--- src/rtl/trilat_pkg.sv ---
// Shared definitions for the trilateration frame loader: word sizes,
// field codes, FSM encoding and the word-index helper.
package trilat_pkg;

    localparam int unsigned DATA_W_DEFAULT = 64;
    localparam int unsigned CNT_W_DEFAULT  = 16;
    localparam int unsigned NUM_WORDS      = 16;
    localparam int unsigned IDX_W          = 4;

    localparam logic [1:0] FLD_X = 2'd0;
    localparam logic [1:0] FLD_Y = 2'd1;
    localparam logic [1:0] FLD_Z = 2'd2;
    localparam logic [1:0] FLD_R = 2'd3;

    localparam logic [NUM_WORDS-1:0] MASK_FULL = 16'hFFFF;

    typedef enum logic {
        ST_FILL = 1'b0,
        ST_FULL = 1'b1
    } state_e;

    // Bank slot for an (anchor, field) pair; anchor is the upper half.
    function automatic logic [IDX_W-1:0] word_idx(input logic [1:0] anchor,
                                                 input logic [1:0] field);
        return {anchor, field};
    endfunction

endpackage

--- src/rtl/trilat_edge_detect.sv ---
// Rising-edge detector for the solver done level.
// Ports: clk, rst (async active-high), level_i (sampled level),
//        rise_c (combinational: level high now, low last cycle).
module trilat_edge_detect (
    input  logic clk,
    input  logic rst,
    input  logic level_i,
    output logic rise_c
);

    logic done_q;

    always_ff @(posedge clk or posedge rst) begin
        if (rst) begin
            done_q <= 1'b0;
        end else begin
            done_q <= level_i;
        end
    end

    assign rise_c = level_i & ~done_q;

endmodule

--- src/rtl/trilat_frame_loader.sv ---
// Collects the 16 operand words of one trilateration fix from a word stream,
// then transfers the frame into a held output bank feeding the solver.
// Ports: clk, rst (async active-high); in_valid/in_ready/in_anchor/in_field/
//        in_data word stream; abort drops the partial frame; sol_done level
//        whose rising edge releases the output bank; x1..r4 held bank;
//        out_valid bank holds an unconsumed frame; frame_cnt transfers made.
module trilat_frame_loader
    import trilat_pkg::*;
#(
    parameter int unsigned DATA_W = DATA_W_DEFAULT,
    parameter int unsigned CNT_W  = CNT_W_DEFAULT
) (
    input  logic              clk,
    input  logic              rst,
    input  logic              in_valid,
    output logic              in_ready,
    input  logic [1:0]        in_anchor,
    input  logic [1:0]        in_field,
    input  logic [DATA_W-1:0] in_data,
    input  logic              abort,
    input  logic              sol_done,
    output logic [DATA_W-1:0] x1, x2, x3, x4,
    output logic [DATA_W-1:0] y1, y2, y3, y4,
    output logic [DATA_W-1:0] z1, z2, z3, z4,
    output logic [DATA_W-1:0] r1, r2, r3, r4,
    output logic              out_valid,
    output logic [CNT_W-1:0]  frame_cnt
);

    state_e                 state_q, state_d;
    logic [NUM_WORDS-1:0]   mask_q, mask_d;
    logic                   out_valid_q, out_valid_d;
    logic [CNT_W-1:0]       cnt_q, cnt_d;
    logic [DATA_W-1:0]      load_q [NUM_WORDS];
    logic [DATA_W-1:0]      out_q  [NUM_WORDS];

    logic                   accept_c;
    logic                   release_c;
    logic                   transfer_c;
    logic [IDX_W-1:0]       wr_idx_c;
    logic [NUM_WORDS-1:0]   wr_bit_c;

    // Solver done rising edge
    trilat_edge_detect u_done_edge (
        .clk     (clk),
        .rst     (rst),
        .level_i (sol_done),
        .rise_c  (release_c)
    );

    assign in_ready = (state_q == ST_FILL);
    assign accept_c = in_valid && in_ready;
    assign wr_idx_c = word_idx(in_anchor, in_field);
    assign wr_bit_c = NUM_WORDS'(1) << wr_idx_c;

    // Next-state, mask, output-valid and counter logic
    always_comb begin
        state_d     = state_q;
        mask_d      = mask_q;
        out_valid_d = out_valid_q;
        cnt_d       = cnt_q;
        transfer_c  = 1'b0;

        case (state_q)
            ST_FILL: begin
                if (accept_c) begin
                    mask_d = mask_q | wr_bit_c;
                    if (mask_d == MASK_FULL) begin
                        state_d = ST_FULL;
                    end
                end
            end
            ST_FULL: begin
                if (!out_valid_q || release_c) begin
                    transfer_c = 1'b1;
                    mask_d     = '0;
                    state_d    = ST_FILL;
                end
            end
        endcase

        // Abort beats both an accepted word and a pending transfer
        if (abort) begin
            state_d    = ST_FILL;
            mask_d     = '0;
            transfer_c = 1'b0;
        end

        // A transfer on a release edge keeps out_valid high (no bubble)
        if (transfer_c) begin
            out_valid_d = 1'b1;
            cnt_d       = cnt_q + CNT_W'(1);
        end else if (release_c) begin
            out_valid_d = 1'b0;
        end
    end

    // Control registers
    always_ff @(posedge clk or posedge rst) begin
        if (rst) begin
            state_q     <= ST_FILL;
            mask_q      <= '0;
            out_valid_q <= 1'b0;
            cnt_q       <= '0;
        end else begin
            state_q     <= state_d;
            mask_q      <= mask_d;
            out_valid_q <= out_valid_d;
            cnt_q       <= cnt_d;
        end
    end

    // Load and output banks
    always_ff @(posedge clk or posedge rst) begin
        if (rst) begin
            for (int i = 0; i < NUM_WORDS; i++) begin
                load_q[i] <= '0;
                out_q[i]  <= '0;
            end
        end else begin
            if (accept_c && !abort) begin
                load_q[wr_idx_c] <= in_data;
            end
            if (transfer_c) begin
                for (int i = 0; i < NUM_WORDS; i++) begin
                    out_q[i] <= load_q[i];
                end
            end
        end
    end

    assign x1 = out_q[word_idx(2'd0, FLD_X)];
    assign y1 = out_q[word_idx(2'd0, FLD_Y)];
    assign z1 = out_q[word_idx(2'd0, FLD_Z)];
    assign r1 = out_q[word_idx(2'd0, FLD_R)];
    assign x2 = out_q[word_idx(2'd1, FLD_X)];
    assign y2 = out_q[word_idx(2'd1, FLD_Y)];
    assign z2 = out_q[word_idx(2'd1, FLD_Z)];
    assign r2 = out_q[word_idx(2'd1, FLD_R)];
    assign x3 = out_q[word_idx(2'd2, FLD_X)];
    assign y3 = out_q[word_idx(2'd2, FLD_Y)];
    assign z3 = out_q[word_idx(2'd2, FLD_Z)];
    assign r3 = out_q[word_idx(2'd2, FLD_R)];
    assign x4 = out_q[word_idx(2'd3, FLD_X)];
    assign y4 = out_q[word_idx(2'd3, FLD_Y)];
    assign z4 = out_q[word_idx(2'd3, FLD_Z)];
    assign r4 = out_q[word_idx(2'd3, FLD_R)];

    assign out_valid = out_valid_q;
    assign frame_cnt = cnt_q;

endmodule

--- config.mk ---
export PLATFORM = sky130hd
export DESIGN_NAME = trilat_frame_loader
export DESIGN_NICKNAME = d
export VERILOG_FILES = /design/src/rtl/trilat_pkg.sv /design/src/rtl/trilat_edge_detect.sv /design/src/rtl/trilat_frame_loader.sv
export SDC_FILE = /design/constraint.sdc
export NUM_CORES = 2
export LEC_CHECK = 0
export BUFFER_PORTS_ARGS = -buffer_cell sky130_fd_sc_hd__buf_2
export CAP_MARGIN = 20
export CORE_ASPECT_RATIO = 0.6
export CORE_MARGIN = 1
export CORE_UTILIZATION = 29
export CTS_BUF_LIST = sky130_fd_sc_hd__clkbuf_8
export DETAILED_ROUTE_END_ITERATION = 7
export PLACE_DENSITY_LB_ADDON = 0.05
export RECOVER_POWER = 100
export SLEW_MARGIN = 15
export SYNTH_ARGS = -nofsm -noshare
export SYNTH_HDL_FRONTEND = slang
export SYNTH_HIERARCHICAL = 1
export SYNTH_SLANG_ARGS = --single-unit
--- constraint.sdc ---
create_clock -name clk -period 120.7 [get_ports clk]
set_input_delay 24.14 -clock clk [delete_from_list [all_inputs] [get_ports clk]]
set_output_delay 24.14 -clock clk [all_outputs]
set_load 0.05 [all_outputs]
Word level (Yosys, flattened, before mapping)
Cells that the tools add are included.

Flip-flop bits (word level): 2083. Latch bits: 0. Bits in writable memories: 0. Memory bits (read-only): 0. Input port bits: 73. Output and inout bits: 1042. Word-level logic and storage cells: 74. Memories: 0.

Add/subtract/negate cells: 1. Multiply operators: 0. Divide/modulo/power cells: 0. $lt $le $gt $ge: 2. Eq/ne operators: 3. Shifts and indexed selects: 1. Multiplexer cells: 17. Bitwise gates (word level): 5. Reductions and logical operators: 8.

Operator list (count): 1024-bit bitwise mux (1); 64-bit demux with 4-bit select (1); 64-bit two-way mux (1); 16-bit two-way mux (3); 16-bit case mux with 2 select lines (1); 16-bit by 1-bit adder with 16-bit output (second input constant) (1); 16-bit equality test (second input constant) (1); 16-bit OR (1); 1-bit by 4-bit << shifter with 16-bit output (first input constant) (1); 1-bit two-way mux (9); 5-bit greater-or-equal comparator (second input constant) (1); 5-bit by 1-bit less-than comparator with 1-bit output (second input constant) (1); 4-bit inverter with 5-bit output (1); 1-bit logical AND (3); 3-bit by 1-bit inequality test with 1-bit output (second input constant) (1); 3-bit by 2-bit inequality test with 1-bit output (second input constant) (1); 1-bit logical NOT (2); 1-bit inverter (2); 1-bit case mux with 2 select lines (1); 2-bit AND reduction (1); 2-bit nonzero test (1); 1-bit AND (1); 1-bit logical OR (1).

Logic depth before layout (Yosys ltp)
Depth after elaboration: 7. Gate-level depth with buffers: 9. Depth with buffers taken out: 6.

By module
The synthesis kept the hierarchy.

By module, submodules not included: trilat_frame_loader (instances 1, cells each 6728, area each 77760.8 µm², sequential area each 52100.0 µm²); trilat_edge_detect (instances 1, cells each 3, area each 42.5 µm², sequential area each 25.0 µm²).

Worst setup path after synthesis
No wires, ideal clock.

Path type: input to register. Start: input port in_field[0]. End: register state_q. Setup time: 101 ps. Data arrival time: 25478 ps. Required time: 120599 ps. Setup slack: 95122 ps. Cell stages on the path: 5. Buffers on the path: 0. Cells stage by stage: or4b_1 -> a21oi_1 -> a21oi_1 -> or4_1 -> o32ai_1.

Longest elaborated chain between the ends: 7.

RTL lines: from (decl) (RTL line trilat_frame_loader.sv:18) `input logic [1:0] in_field,`; 1-bit by 4-bit << shifter with 16-bit output (RTL line trilat_frame_loader.sv:54) `assign wr_bit_c = NUM_WORDS'(1) << wr_idx_c;`; 16-bit OR (RTL line trilat_frame_loader.sv:67) `mask_d = mask_q | wr_bit_c;`; 16-bit equality test (RTL line trilat_frame_loader.sv:68) `if (mask_d == MASK_FULL) begin`; 1-bit two-way mux (RTL line trilat_frame_loader.sv:68); 1-bit two-way mux (RTL line trilat_frame_loader.sv:66) `if (accept_c) begin`; 1-bit case mux with 2 select lines (RTL line trilat_frame_loader.sv:64) `case (state_q)`; 1-bit two-way mux (RTL line trilat_frame_loader.sv:83) `if (abort) begin`; net state_d (RTL line trilat_frame_loader.sv:30) `state_e state_q, state_d;`; to (signal assigned) (RTL line trilat_frame_loader.sv:106) `state_q <= state_d;`; to (decl) (RTL line trilat_frame_loader.sv:30).

The timed path passes the listed nets, and every way through them passes these cells. A chain may end at the register's enable or synchronous reset.

==> insert_results.sql <==
INSERT INTO impl_metrics (metric_group, metric, value, unit) VALUES
('die', 'area_of_the_core', '0.265', 'sq mm'),
('timing', 'rsz0062_at_grt', 'no', ''),
('clocking', 'cts.repair.resized', '0', ''),
('critical_path', 'timing.critical_path.slowest_cell_delay', '3.23', 'ns'),
('final_layout', 'drive_above_1_share', '19.5', '%'),
('place', 'io_buffer_count', '1114', ''),
('power', 'power_density', '16.6', 'mW/mm^2'),
('timing', 'setup_total_negative_slack', '0', 'ns'),
('critical_path', 'critical_path.max_fanout', '126', ''),
('critical_path', 'crit_top_cell', 'sky130_fd_sc_hd__clkbuf_1', ''),
('global_route', 'groute.usage.overall', '20.4', '%'),
('drt', 'detail_route.first_pass.iterations', '5', ''),
('final_layout', 'instances_no_fill', '11700', ''),
('timing', 'post_route_clock_period_utilization', '39.1', '%'),
('synth', 'ys.warnings.count', '6', ''),
('critical_path', 'cp-start-kind', 'primary input', ''),
('timing', 'worst_slew_margin_relative_to_its_limit', '-524', '%'),
('drt', 'first_iter_violations', '3048', ''),
('die', 'die-width', '671', 'um'),
('run_status', 'violated_checks', 'capacitance limit, slew limit', ''),
('drt', 'average_via_count_per_standard_cell', '4.50', ''),
('place', 'hpwl', '178', 'mm'),
('synth', 'synth.net_count', '6805', ''),
('synth', 'synthArstFlopShare', '100', '%'),
('clocking', 'ctsRootBufferMaster', 'sky130_fd_sc_hd__clkbuf_8', ''),
('timing', 'final_setup_fails', '0', ''),
('clocking', 'cts_hold_buf', '0', ''),
('final_layout', 'layout.area.seq', '0.0521', 'sq mm'),
('synth', 'post_synth.cell_area_avg', '11.6', 'sq um'),
('die', 'die_height', '403', 'um'),
('die', 'initial_core_util', '29.3', '%'),
('power', 'worst_ir_drop_on_vdd', '0.00000748', 'V'),
('drt', 'post_detailed_route_wirelength_per_cell', '24.2', 'um'),
('worst_hold_path', 'worst_hold_path_type', 'register to register', ''),
('drt', 'postRouteAntennaNets', '0', ''),
('clocking', 'htreeDepth', '5', ''),
('timing', 'timing.fmax', '0.0212', 'GHz'),
('clocking', 'clk_transition_reported_paths', '0.06', 'ns'),
('global_route', 'grt_first_pass_wirelength', '404', 'mm'),
('synth', 'postSynthCellCount', '6731', ''),
('timing', 'worst-slew-pin-transition', '9.36', 'ns'),
('run_status', 'outcome', 'finished, violations left', ''),
('synth', 'syn_area', '0.0778', 'sq mm'),
('place', 'gp_congestion', '0.780', ''),
('critical_path', 'worst_path_cell_with_the_longest_stage_delay', 'sky130_fd_sc_hd__clkinvlp_2', ''),
('synth', 'synth.yosys.seq_area_share', '67.0', '%'),
('clocking', 'max-clock-path-buffers', '4', ''),
('drt', 'dr_total_vias', '52400', ''),
('global_route', 'first_global_vias', '54000', ''),
('timing', 'worst_clock_skew', '0.0339', 'ns'),
('synth', 'yosys_reg_bits', '2083', ''),
('final_layout', 'finish.net_count', '7930', ''),
('clocking', 'cts.sinks', '2083', ''),
('die', 'i_o_pin_count', '1115', ''),
('global_route', 'grt_start_max_net_pins', '192', ''),
('timing', 'slew_viol_final', '4717', ''),
('clocking', 'insertion_delay', '0.92', 'ns'),
('critical_path', 'arrival', '47.53', 'ns'),
('drt', 'totalWireLength', '282', 'mm'),
('synth', 'synth_edf_count', '0', ''),
('critical_path', 'cp.required', '121.00', 'ns'),
('clocking', 'cts_made_buffers', '343', ''),
('synth', 'synth_top_flop_cell', 'sky130_fd_sc_hd__dfrtp_1', ''),
('timing', 'period_minus_slack', '47.23', 'ns'),
('critical_path', 'kind_of_end_point_of_the_critical_path', 'async pin', ''),
('timing', 'report.final.hold_viol_count', '0', ''),
('die', 'die-area', '0.270', 'sq mm'),
('final_layout', 'syn_to_final_growth', '18.2', '%'),
('critical_path', 'crit_path_cell_trace', 'clkbuf_1 -> clkinvlp_2 -> clkbuf_1 -> clkbuf_1 -> clkbuf_1 -> clkbuf_1 -> clkbuf_1 -> clkbuf_1 -> clkbuf_1 -> clkbuf_1', ''),
('drt', 'route.detailed.drc', '0', ''),
('final_layout', 'layout_filler_cell_count', '27500', ''),
('die', 'placement_rows', '146', ''),
('clocking', 'cts_setup_buffers', '0', ''),
('place', 'placed_cells', '11100', ''),
('power', 'total_power_after_layout', '1.53', 'mW'),
('clocking', 'tritoncts', 'done', ''),
('power', 'power.leakage', '47.2', 'nW'),
('critical_path', 'crit_type', 'primary input to async pin', ''),
('synth', 'yosys.cell_types.count', '42', ''),
('final_layout', 'multi_input_comb_area', '0.0239', 'sq mm'),
('global_route', 'grt-ovfl-total', '0', ''),
('job', 'maxCapViolCount', '79', ''),
('global_route', 'antenna_violations_before_repair', '14', '');
==> metal layers <==
layer / track usage [%] / share of wire (%)
met1: 26.1 / 43
met2: 35.4 / 50
met3: 4.14 / 4.5
met4: 4.81 / 2.5
met5: 0 / 0
==> cells in the mapped netlist (4+ instances only) <==
library cell               instances  area (sq um)
sky130_fd_sc_hd__a21o_1            7          52.6
sky130_fd_sc_hd__dfrtp_1        2083         52100
sky130_fd_sc_hd__nand3_1           9          45.0
sky130_fd_sc_hd__nor3_1            4          20.0
sky130_fd_sc_hd__buf_1             5          18.8
sky130_fd_sc_hd__mux2_2         1024         11500
sky130_fd_sc_hd__a21oi_1           7          35.0
sky130_fd_sc_hd__xor2_1            6          52.6
sky130_fd_sc_hd__nor2_1           10          37.5
sky130_fd_sc_hd__nand2b_1          5          31.3
sky130_fd_sc_hd__buf_2           160           801
sky130_fd_sc_hd__xnor2_1           9          78.8
sky130_fd_sc_hd__buf_6             4          45.0
sky130_fd_sc_hd__inv_1             4          15.0
sky130_fd_sc_hd__clkbuf_1        240           901
sky130_fd_sc_hd__nand2_1        3114         11700
==> critical path, delay by kind of cell <==
| family | cells | cell delay (ns) |
|---|---|---|
| buffers and inverters | 10 | 23.06 |
==> flip-flops by register name (all words and copies together), names as in the netlist, 64 cells and up <==
name / flops
load_q: 1024
r1: 64
r2: 64
r3: 64
r4: 64
x1: 64
x2: 64
x3: 64
x4: 64
y1: 64
y2: 64
y3: 64
y4: 64
z1: 64
z2: 64
z3: 64
z4: 64
==> cell type report <==
class / instances / area share [%]
Timing Repair Buffer: 1190 / 4.98
Tap cell: 3552 / 4.83
Clock buffer: 445 / 6.66
Inverter: 4 / 0.0177
Sequential cell: 2083 / 56.7
Multi-Input combinational cell: 4234 / 26.0
Antenna cell: 6 / 0.0163
Clock inverter: 142 / 0.819
==> stage by stage <==
stage	hold WS (ns)	setup WS, ns	util [%]	instance area, sq um
2_1_floorplan	0.433	37.75	-	77800
3_3_place_gp	0.441	89.02	32.7	86800
3_5_place_dp	0.443	88.95	32.7	86800
4_1_cts	0.433	90.02	35.3	93700
5_1_grt	0.467	68.67	34.7	91900
6_report	0.441	73.47	34.7	92000
==> path summary, 6_finish.rpt <==
check	start	endpoint	slack [ns]	cells after the start
max in group clk	sol_done	r3[3]$_DFFE_PP0P_	77.94	9
hold reg to reg	load_q[604]$_DFFE_PP0P_	z2[28]$_DFFE_PP0P_	0.44	2
setup reg to reg	u_done_edge/done_q$_DFF_PP0_	r3[3]$_DFFE_PP0P_	100.93	8
setup / recovery	rst	r1[30]$_DFFE_PP0P_	73.47	10
hold / removal	load_q[604]$_DFFE_PP0P_	z2[28]$_DFFE_PP0P_	0.44	2
min in group asynchronous	rst	u_done_edge/done_q$_DFF_PP0_	23.07	2
==> power breakdown <==
group	switching (mW)	internal [mW]
registers	0.0317	0.766
logic	0.0431	0.0514
clock network	0.296	0.339
total	0.371	1.16
==> cell families after synthesis <==
logic type	after synthesis	synth area share (%)
AOI/OAI and AO/OA	24	0.212
xor gates and xnor gates	15	0.169
adders and majority gates	1	0.0161
buffers and inverters	414	2.30
DFF	2083	67.0
muxes	1024	14.8
and+or+nand+nor	3170	15.5
==> cell usage in the layout, fill, tap and decap left out, types with 4 or more instances in the layout <==
cell / count
sky130_fd_sc_hd__xor2_1: 6
sky130_fd_sc_hd__a21oi_1: 7
sky130_fd_sc_hd__clkbuf_8: 445
sky130_fd_sc_hd__dfrtp_1: 2083
sky130_fd_sc_hd__nand2_1: 3114
sky130_fd_sc_hd__xnor2_1: 9
sky130_fd_sc_hd__nand2b_1: 5
sky130_fd_sc_hd__inv_1: 113
sky130_fd_sc_hd__nor2_1: 8
sky130_fd_sc_hd__clkinv_2: 13
sky130_fd_sc_hd__buf_4: 7
sky130_fd_sc_hd__diode_2: 6
sky130_fd_sc_hd__clkinvlp_4: 8
sky130_fd_sc_hd__mux2_2: 1024
sky130_fd_sc_hd__bufinv_16: 5
sky130_fd_sc_hd__buf_2: 69
sky130_fd_sc_hd__nand3_1: 9
sky130_fd_sc_hd__a21o_1: 7
sky130_fd_sc_hd__nor3_1: 4
sky130_fd_sc_hd__clkbuf_1: 1114
(Power assumes the default switching activity.)
